<file path="config.mk">
export PLATFORM = sky130hd
export DESIGN_NAME = adc_avg_frontend
export DESIGN_NICKNAME = d
export VERILOG_FILES = /design/src/rtl/adc_avg_pkg.sv /design/src/rtl/adc_fix_conv.sv /design/src/rtl/adc_avg_frontend.sv
export SDC_FILE = /design/constraint.sdc
export NUM_CORES = 1
export LEC_CHECK = 0
export ABC_AREA = 0
export BUFFER_PORTS_ARGS = -buffer_cell sky130_fd_sc_hd__buf_2
export CAP_MARGIN = 20
export CORE_AREA = 2 2 133 135
export DETAILED_ROUTE_END_ITERATION = 10
export DIE_AREA = 0 0 135 137
export PLACE_DENSITY = 0.7
export SLEW_MARGIN = 20
export SYNTH_ARGS = -nofsm -noshare
export SYNTH_HDL_FRONTEND = slang
export SYNTH_SLANG_ARGS = --single-unit
</file>
<file path="constraint.sdc">
create_clock -name ADC_CLK -period 2.9 [get_ports ADC_CLK]
set_input_delay 0.145 -clock ADC_CLK [delete_from_list [all_inputs] [get_ports ADC_CLK]]
set_output_delay 0.145 -clock ADC_CLK [all_outputs]
set_load 0.005 [all_outputs]
</file>
<file path="src/rtl/adc_avg_pkg.sv">
// Shared types and constants for the ADC averaging front end.
package adc_avg_pkg;

  typedef enum logic [1:0] {
    ST_IDLE   = 2'd0,
    ST_SETTLE = 2'd1,
    ST_ACCUM  = 2'd2,
    ST_DONE   = 2'd3
  } state_t;

  // Headroom bits above the raw sample width, enough for 2^15 summed samples.
  localparam int ACC_EXTRA = 15;

  // Left shift that places the ADC MSB weight at -1.0 in the Q result.
  function automatic int frac_shift(input int fp_width, input int int_width, input int adc_bits);
    return (fp_width - int_width) - (adc_bits - 1);
  endfunction

endpackage

</file>
<file path="src/rtl/adc_fix_conv.sv">
// Accumulator to signed Q(INT).(FRAC) conversion: scale up, divide by 2^avg_log2.
// Purely combinational; no handshake, the caller registers the result.
module adc_fix_conv
  import adc_avg_pkg::*;
#(
  parameter int FP_WIDTH  = 32,
  parameter int INT_WIDTH = 16,
  parameter int ADC_BITS  = 14,
  parameter int ACC_W     = ADC_BITS + ACC_EXTRA
) (
  input  logic signed [ACC_W-1:0]    acc,
  input  logic        [3:0]          avg_log2,
  output logic        [FP_WIDTH-1:0] q
);

  localparam int SH = frac_shift(FP_WIDTH, INT_WIDTH, ADC_BITS);
  // Working width holds the scaled accumulator and is never narrower than the result.
  localparam int CW = (ACC_W + SH > FP_WIDTH) ? (ACC_W + SH) : FP_WIDTH;

  logic signed [CW-1:0] wide;
  logic signed [CW-1:0] shifted;

  always_comb begin
    wide    = CW'(acc);
    shifted = (wide <<< SH) >>> avg_log2;
    q       = shifted[FP_WIDTH-1:0];
  end

endmodule

</file>
<file path="src/rtl/adc_avg_frontend.sv">
// Settle-then-average ADC acquisition; result registered on the edge of the last sample.
// No backpressure: samples outside ACCUM are dropped, ADC_DONE is a level held until ADC_EN falls.
module adc_avg_frontend
  import adc_avg_pkg::*;
#(
  parameter int FP_WIDTH     = 32,
  parameter int INT_WIDTH    = 16,
  parameter int ADC_BITS     = 14,
  parameter int SETTLE_WIDTH = 16
) (
  input  logic                    ADC_CLK,
  input  logic                    REG_RST,
  input  logic                    ADC_EN,
  input  logic [ADC_BITS-1:0]     SAMPLE_IN,
  input  logic                    SAMPLE_VALID,
  input  logic [3:0]              AVG_LOG2,
  input  logic [SETTLE_WIDTH-1:0] SETTLE,
  output logic [FP_WIDTH-1:0]     ADC_IN,
  output logic                    ADC_DONE,
  output logic                    OVR,
  output logic [1:0]              STATE
);

  localparam int ACC_W = ADC_BITS + ACC_EXTRA;
  localparam logic [ADC_BITS-1:0] CODE_MAX = {1'b0, {(ADC_BITS-1){1'b1}}};
  localparam logic [ADC_BITS-1:0] CODE_MIN = {1'b1, {(ADC_BITS-1){1'b0}}};

  state_t                   state;
  logic [SETTLE_WIDTH-1:0]  settle_cnt;
  logic [3:0]               avg_q;
  logic signed [ACC_W-1:0]  acc;
  logic signed [ACC_W-1:0]  acc_nxt;
  logic [15:0]              smp_cnt;
  logic                     ovr_acc;
  logic                     full_scale;
  logic                     last_smp;
  logic [FP_WIDTH-1:0]      q_nxt;

  always_comb begin
    acc_nxt    = acc + ACC_W'(signed'(SAMPLE_IN));
    full_scale = (SAMPLE_IN == CODE_MAX) || (SAMPLE_IN == CODE_MIN);
    last_smp   = (smp_cnt + 16'd1) == (16'd1 << avg_q);
  end

  // Converts the post-add sum so the result lands on the same edge as the final sample.
  adc_fix_conv #(
    .FP_WIDTH (FP_WIDTH),
    .INT_WIDTH(INT_WIDTH),
    .ADC_BITS (ADC_BITS),
    .ACC_W    (ACC_W)
  ) u_conv (
    .acc     (acc_nxt),
    .avg_log2(avg_q),
    .q       (q_nxt)
  );

  always_ff @(posedge ADC_CLK) begin
    if (REG_RST) begin
      state      <= ST_IDLE;
      settle_cnt <= '0;
      avg_q      <= '0;
      acc        <= '0;
      smp_cnt    <= '0;
      ovr_acc    <= 1'b0;
      ADC_IN     <= '0;
      ADC_DONE   <= 1'b0;
      OVR        <= 1'b0;
    end else begin
      case (state)
        ST_IDLE: begin
          if (ADC_EN) begin
            avg_q      <= AVG_LOG2;
            settle_cnt <= SETTLE;
            acc        <= '0;
            smp_cnt    <= '0;
            ovr_acc    <= 1'b0;
            state      <= ST_SETTLE;
          end
        end
        ST_SETTLE: begin
          if (!ADC_EN) begin
            state <= ST_IDLE;
          end else if (settle_cnt == '0) begin
            state <= ST_ACCUM;
          end else begin
            settle_cnt <= settle_cnt - 1'b1;
          end
        end
        ST_ACCUM: begin
          // An abort wins over a completing sample; published outputs stay untouched.
          if (!ADC_EN) begin
            state <= ST_IDLE;
          end else if (SAMPLE_VALID) begin
            acc     <= acc_nxt;
            smp_cnt <= smp_cnt + 16'd1;
            ovr_acc <= ovr_acc | full_scale;
            if (last_smp) begin
              ADC_IN   <= q_nxt;
              OVR      <= ovr_acc | full_scale;
              ADC_DONE <= 1'b1;
              state    <= ST_DONE;
            end
          end
        end
        ST_DONE: begin
          if (!ADC_EN) begin
            ADC_DONE <= 1'b0;
            state    <= ST_IDLE;
          end
        end
        default: state <= ST_IDLE;
      endcase
    end
  end

  assign STATE = state;

endmodule
</file>
==> results_dict.tcl, run 1 <==
set metrics [dict create \
    grt_overflow 0 \
    drc 0 \
    fin_cells 1618 \
    worstMarginPinSlew_ps 781 \
    synth_edf_count 0 \
    hold_path.class "in -> reg" \
    synth_area_leaders "dfxtp_1 (24%), nor2_1 (6.1%), a21oi_1 (5.8%), nand2_1 (4.8%), ha_1 (4.5%)" \
    synth_cell_types 85 \
    crit_required_ps 3200 \
    fill_cells 1412 \
    drive_above_1_share_pct 34.0 \
    pre_cts_ws_ps -532 \
    ys_seq_elements 102 \
    hold_buffers 0 \
    maxSlewViolCount 0 \
    tns_ps -7060 \
    crit_type "reg -> reg" \
    grt_max_degree 68 \
    p_seq_share_pct 37.2 \
    yosysTopAreaCellShare_pct 24.4 \
    design_area_sq_mm 0.0116 \
    via_per_inst 6.23 \
    h-tree-depth 3 \
    min_from "AVG_LOG2[3]" \
    cts_root_buf "clkbuf_16" \
    synth_ff_type "dfxtp_1" \
    cts_buffers 9 \
    finalWirelength_um 30000 \
    insertion_delay_ps 370 \
    grt_pass1_vias 9455 \
    dieArea_sq_mm 0.0185 \
    grt_usage_pct 31.2 \
    antenna_found_initial 0 \
    ys_top_cells_by_count "nor2_1 (136), nand2_1 (107), dfxtp_1 (102)" \
    cts_buffer_depth 2 \
    synth_cells 1130 \
    dp_cells 1574 \
    critical_path.startpoint "acc[0]" \
    fin_skew_ps 13.4 \
    synthToLayoutAreaGrowth_pct 38.1 \
    drtAntennaViolNets 0 \
    power_frac_comb_pct 31.9 \
    period_minus_slack_ps 3270 \
    cap_violations 0 \
    wl_met1_um 11900 \
    setup.worst_path.start_class "flop" \
    r2r-start "acc[0]" \
    synth-warning-count 0 \
    status "finished with violations" \
    fin_util_pct 67.8 \
    diodes 0 \
    dieWidth_um 135 \
    syn-num-nets 1199 \
    p_total_mw 3.96 \
    post_drt_wl_per_cell_um 18.5 \
    top_layer_used "met4" \
    place_hpwl_um 20900 \
    hold_violations 0 \
    start_util_pct 49.1 \
    clock_sinks 102 \
    grt_pass1_wl_um 46400 \
    cts_tree "yes" \
    clockPowerShare_pct 30.9 \
    gp_congestion 0.947 \
    arrival_ps 3570 \
    cp_max_fo 4 \
    p_int_mw 2.61 \
    synth_area_per_cell_sq_um 7.41 \
    synth_area_sq_mm 0.00837 \
    grt_setup_unrepaired "true" \
    async_reset_ff_share_pct 0 \
    maxSlewHeadroom_pct 47.9 \
    p_sw_mw 1.36 \
    dr.pass1.iters 7 \
    port_buffers 73 \
    period_share_pct 113 \
    ioPinCount 74 \
    p_leak_nw 4.88 \
    core_area_sq_mm 0.0171 \
    fin_nets 1457 \
    setup_slack_ps -373 \
    synth-seq-area-share_pct 24.4 \
    cts.clk_slew.worst_paths_ps 70 \
    p_sw_share_pct 34.2 \
    violations "setup timing" \
    drtIter0Drc 1054 \
    dpl-instance-area_sq_mm 0.0105 \
    yosysMostFrequentCell "nor2_1" \
    wl_met2_um 14500 \
    pwr_density_cell_mw_per_mm2 343 \
    ir_drop_mv 0.344 \
    die_y_um 137 \
    setup_viol 31 \
    num_vias 10100 \
    row_count 48 \
    cp-end-kind "flop" \
    worst_hold_slack_ps 33.1 \
    met3WireLength_um 2130 \
    fmax_ghz 0.305 \
    yosysTopAreaCell "dfxtp_1" \
]
worst max-delay path: stages, from the launching register on:
cell and delay [ps]:
dfxtp_2 350, ha_4 130, inv_2 30, fa_2 340, nand2b_4 170, a21o_4 230
a211oi_4 290, nor3_2 70, a311oi_2 440, nor2_2 110, a211o_1 330, mux4_2 460
nand2b_4 150, a21oi_2 110
sequential cells by signal (all words and copies together), names as in the netlist:
signal	cells
ADC_DONE	1
ADC_IN	32
OVR	1
STATE	2
acc	29
avg_q	4
ovr_acc	1
settle_cnt	16
smp_cnt	16
what timing repair did:
item	CTS	global route
pin swaps	52	21
resized for setup	87	37
buffers inserted	24	12
setup endpoints to repair	33	37
placed cells by master, fill, tap and decap left out, types with 20 or more instances in the layout:
cell      count
buf_2        72
dfxtp_1     100
nand3_1      22
a22oi_1      36
xnor2_1      20
nand2_1     102
ha_1         26
a211oi_1     25
o21ai_0      49
nor3_1       22
o21ai_1      23
a21oi_1      83
buf_4       250
nand4_1      22
nor2_1      131
mux2i_1      22
final timing paths:
| path | end | slack (ps) | cells past startpoint |
|---|---|---|---|
| min | avg_q[3] | 30 | 3 |
| max reg2reg | ADC_IN[9] | -370 | 13 |
| min reg2reg | OVR | 470 | 2 |
| max | ADC_IN[9] | -370 | 13 |
layer usage:
metal / track usage (%) / vias up
met1: 38.4 / 4726
li1: - / 4725
met4: 16.4 / 0
met2: 53.3 / 493
met3: 4.22 / 136
met5: 0 / -
kinds of logic (layout without fill, tap and decap cells):
kind of cell | count (synthesis) | in the layout | synth area share, %
flip-flops | 102 | 102 | 24.4
adder cells (fa/ha/maj) | 31 | 31 | 4.72
XOR/XNOR | 36 | 36 | 3.77
AO/OA/AOI/OAI | 384 | 384 | 30.7
buffers and inverters | 102 | 365 | 5.15
multiplexers | 39 | 39 | 5.66
AND/OR/NAND/NOR | 436 | 436 | 25.6
layout make-up:
cell class / count / area (sq um) / share of cell area [%]
sequential: 102 / 2040 / 17.7
inverter: 16 / 60.1 / 0.519
multi-input combinational: 926 / 6500 / 56.3
clock inverter: 5 / 41.3 / 0.357
clock buffer: 11 / 243 / 2.10
tap: 225 / 282 / 2.43
timing repair buffer: 333 / 2390 / 20.6
power groups by stage:
| stage | Combinational (mW) | Sequential, mW | Clock, mW |
|---|---|---|---|
| CTS | 1.18 | 1.47 | 1.22 |
| detailed placement | 1.07 | 1.51 | 0 |
| global route | 1.35 | 1.48 | 1.27 |
| global placement | 1.05 | 1.50 | 0 |
| finish | 1.26 | 1.47 | 1.23 |
| floorplan | 0.648 | 1.49 | 0 |
Note: power is estimated with default switching activity, not from simulation.
==> inputs of run 2 (changes only) <==
--- a/config.mk
+++ b/config.mk
@@ -8,11 +8,12 @@
 export ABC_AREA = 0
 export BUFFER_PORTS_ARGS = -buffer_cell sky130_fd_sc_hd__buf_2
 export CAP_MARGIN = 20
-export CORE_AREA = 2 2 133 135
+export CORE_AREA = 2 2 127 141
 export DETAILED_ROUTE_END_ITERATION = 10
-export DIE_AREA = 0 0 135 137
-export PLACE_DENSITY = 0.7
+export DIE_AREA = 0 0 129 143
+export PLACE_DENSITY = 0.71
 export SLEW_MARGIN = 20
 export SYNTH_ARGS = -nofsm -noshare
 export SYNTH_HDL_FRONTEND = slang
 export SYNTH_SLANG_ARGS = --single-unit
+export TNS_END_PERCENT = 30
==> results_dict.tcl, run 2 (synthesized netlist as in run 1, its figures left out) <==
set metrics [dict create \
    crit_required_ps 3190 \
    cp_max_fo 4 \
    maxSlewHeadroom_pct 46.4 \
    clock_sinks 102 \
    worstMarginPinSlew_ps 805 \
    reg_top3 "ADC_IN (32), acc (29)" \
    drtAntennaViolNets 0 \
    maxSlewViolCount 0 \
    drc 0 \
    cts_tree "yes" \
    fin_nets 1433 \
    tns_ps -7050 \
    ioPinCount 74 \
    post_drt_wl_per_cell_um 17.7 \
    cts.clk_slew.worst_paths_ps 80 \
    via_per_inst 6.07 \
    fin_skew_ps 10.7 \
    hold_path.class "in -> reg" \
    drive_above_1_share_pct 32.1 \
    synthToLayoutAreaGrowth_pct 35.0 \
    grt_overflow 0 \
    finalWirelength_um 28400 \
    wl_met1_um 12900 \
    row_count 50 \
    grt_pass1_wl_um 45300 \
    die_y_um 143 \
    critical_path.startpoint "acc[0]" \
    violations "setup timing" \
    hold_violations 0 \
    period_share_pct 113 \
    dieWidth_um 129 \
    top_layer_used "met4" \
    setup_viol 31 \
    r2r-start "acc[0]" \
    cap_violations 0 \
    p_leak_nw 4.74 \
    met3WireLength_um 1650 \
    top_register "ADC_IN" \
    arrival_ps 3560 \
    fin_util_pct 66.7 \
    period_minus_slack_ps 3270 \
    hold_buffers 0 \
    setup.worst_path.start_class "flop" \
    core_area_sq_mm 0.0170 \
    fmax_ghz 0.306 \
    grt_pass1_vias 8936 \
    multi_input_area_sq_mm 0.00638 \
    diodes 0 \
    insertion_delay_ps 370 \
    cts_buffers 9 \
    pre_cts_ws_ps -465 \
    antenna_found_initial 0 \
    final_cell_mix "buf_4 (229), nor2_1 (134), nand2_1 (104), dfxtp_1 (101), a21oi_1 (86)" \
    h-tree-depth 3 \
    final_common_cell "buf_4" \
    status "finished with violations" \
    cts_root_buf "clkbuf_16" \
    ir_drop_mv 0.295 \
    grt_usage_pct 30.4 \
    seqCellArea_sq_mm 0.00204 \
    fill_cells 1415 \
    setup_slack_ps -371 \
    largest_register_ffs 32 \
    gp_congestion 0.982 \
    grt_setup_unrepaired "true" \
    cp-end-kind "flop" \
    num_vias 9737 \
    start_util_pct 49.4 \
    grt_max_degree 79 \
    dp_cells 1564 \
    pwr_density_cell_mw_per_mm2 359 \
    crit_type "reg -> reg" \
    dr.pass1.iters 6 \
    place_hpwl_um 20500 \
    dieArea_sq_mm 0.0184 \
    min_from "AVG_LOG2[2]" \
    wl_met2_um 13100 \
    cts_buffer_depth 2 \
    drtIter0Drc 1027 \
    port_buffers 73 \
    fin_cells 1603 \
]
[run 2: what timing repair did]
item	in CTS	in global routing
buffers inserted	15	8
resized for setup	48	46
endpoints found under the setup margin	33	35
pin swaps	32	25
[run 2: per-stage QoR]
stage               cell area (sq um)  power (mW)  hold WS (ps)
global route                    11300        4.22          26.8
floorplan                        8420        2.14           281
finish                          11300        4.06          8.09
detailed placement              10300        2.55           392
global placement                10300        2.54           392
CTS                             11000        3.99          6.48
[run 2: layout make-up]
| cell class | count | area share [%] |
|---|---|---|
| well taps | 234 | 2.59 |
| multi-input cells | 926 | 56.5 |
| inverters | 16 | 0.531 |
| flip-flops and latches | 102 | 18.1 |
| repair buffers | 309 | 19.3 |
| clock inverters | 7 | 1.01 |
| clock buffers | 9 | 1.99 |
[run 2: worst paths after layout]
kind	to	slack, ps	cells after the start
worst max-delay path	ADC_IN[14]	-370	15
worst min-delay path	avg_q[2]	8	3
worst max register to register	ADC_IN[14]	-370	15
worst min register to register	OVR	450	2
[run 2: layer usage]
layer | vias up | track usage, %
li1 | 4681 | -
met5 | - | 0
met3 | 51 | 3.90
met2 | 375 | 49.2
met4 | 0 | 9.21
met1 | 4630 | 42.3
[run 2: worst max-delay path, stage by stage (launching register included)]
cell and delay [ps]:
dfxtp_2 360, ha_4 130, inv_2 30, fa_2 330, nand2b_4 150, a21o_1 180
buf_6 130, a22o_4 230, o211ai_4 210, buf_6 160, a2111o_1 180, nand4_4 140
o21a_1 210, a211o_1 340, and3_4 200, o31ai_2 210
[run 2: power by group]
group          switching, mW  total [mW]  internal [mW]
Combinational          0.659        1.18          0.517
Clock                  0.625        1.41          0.780
Sequential            0.0404        1.48           1.44
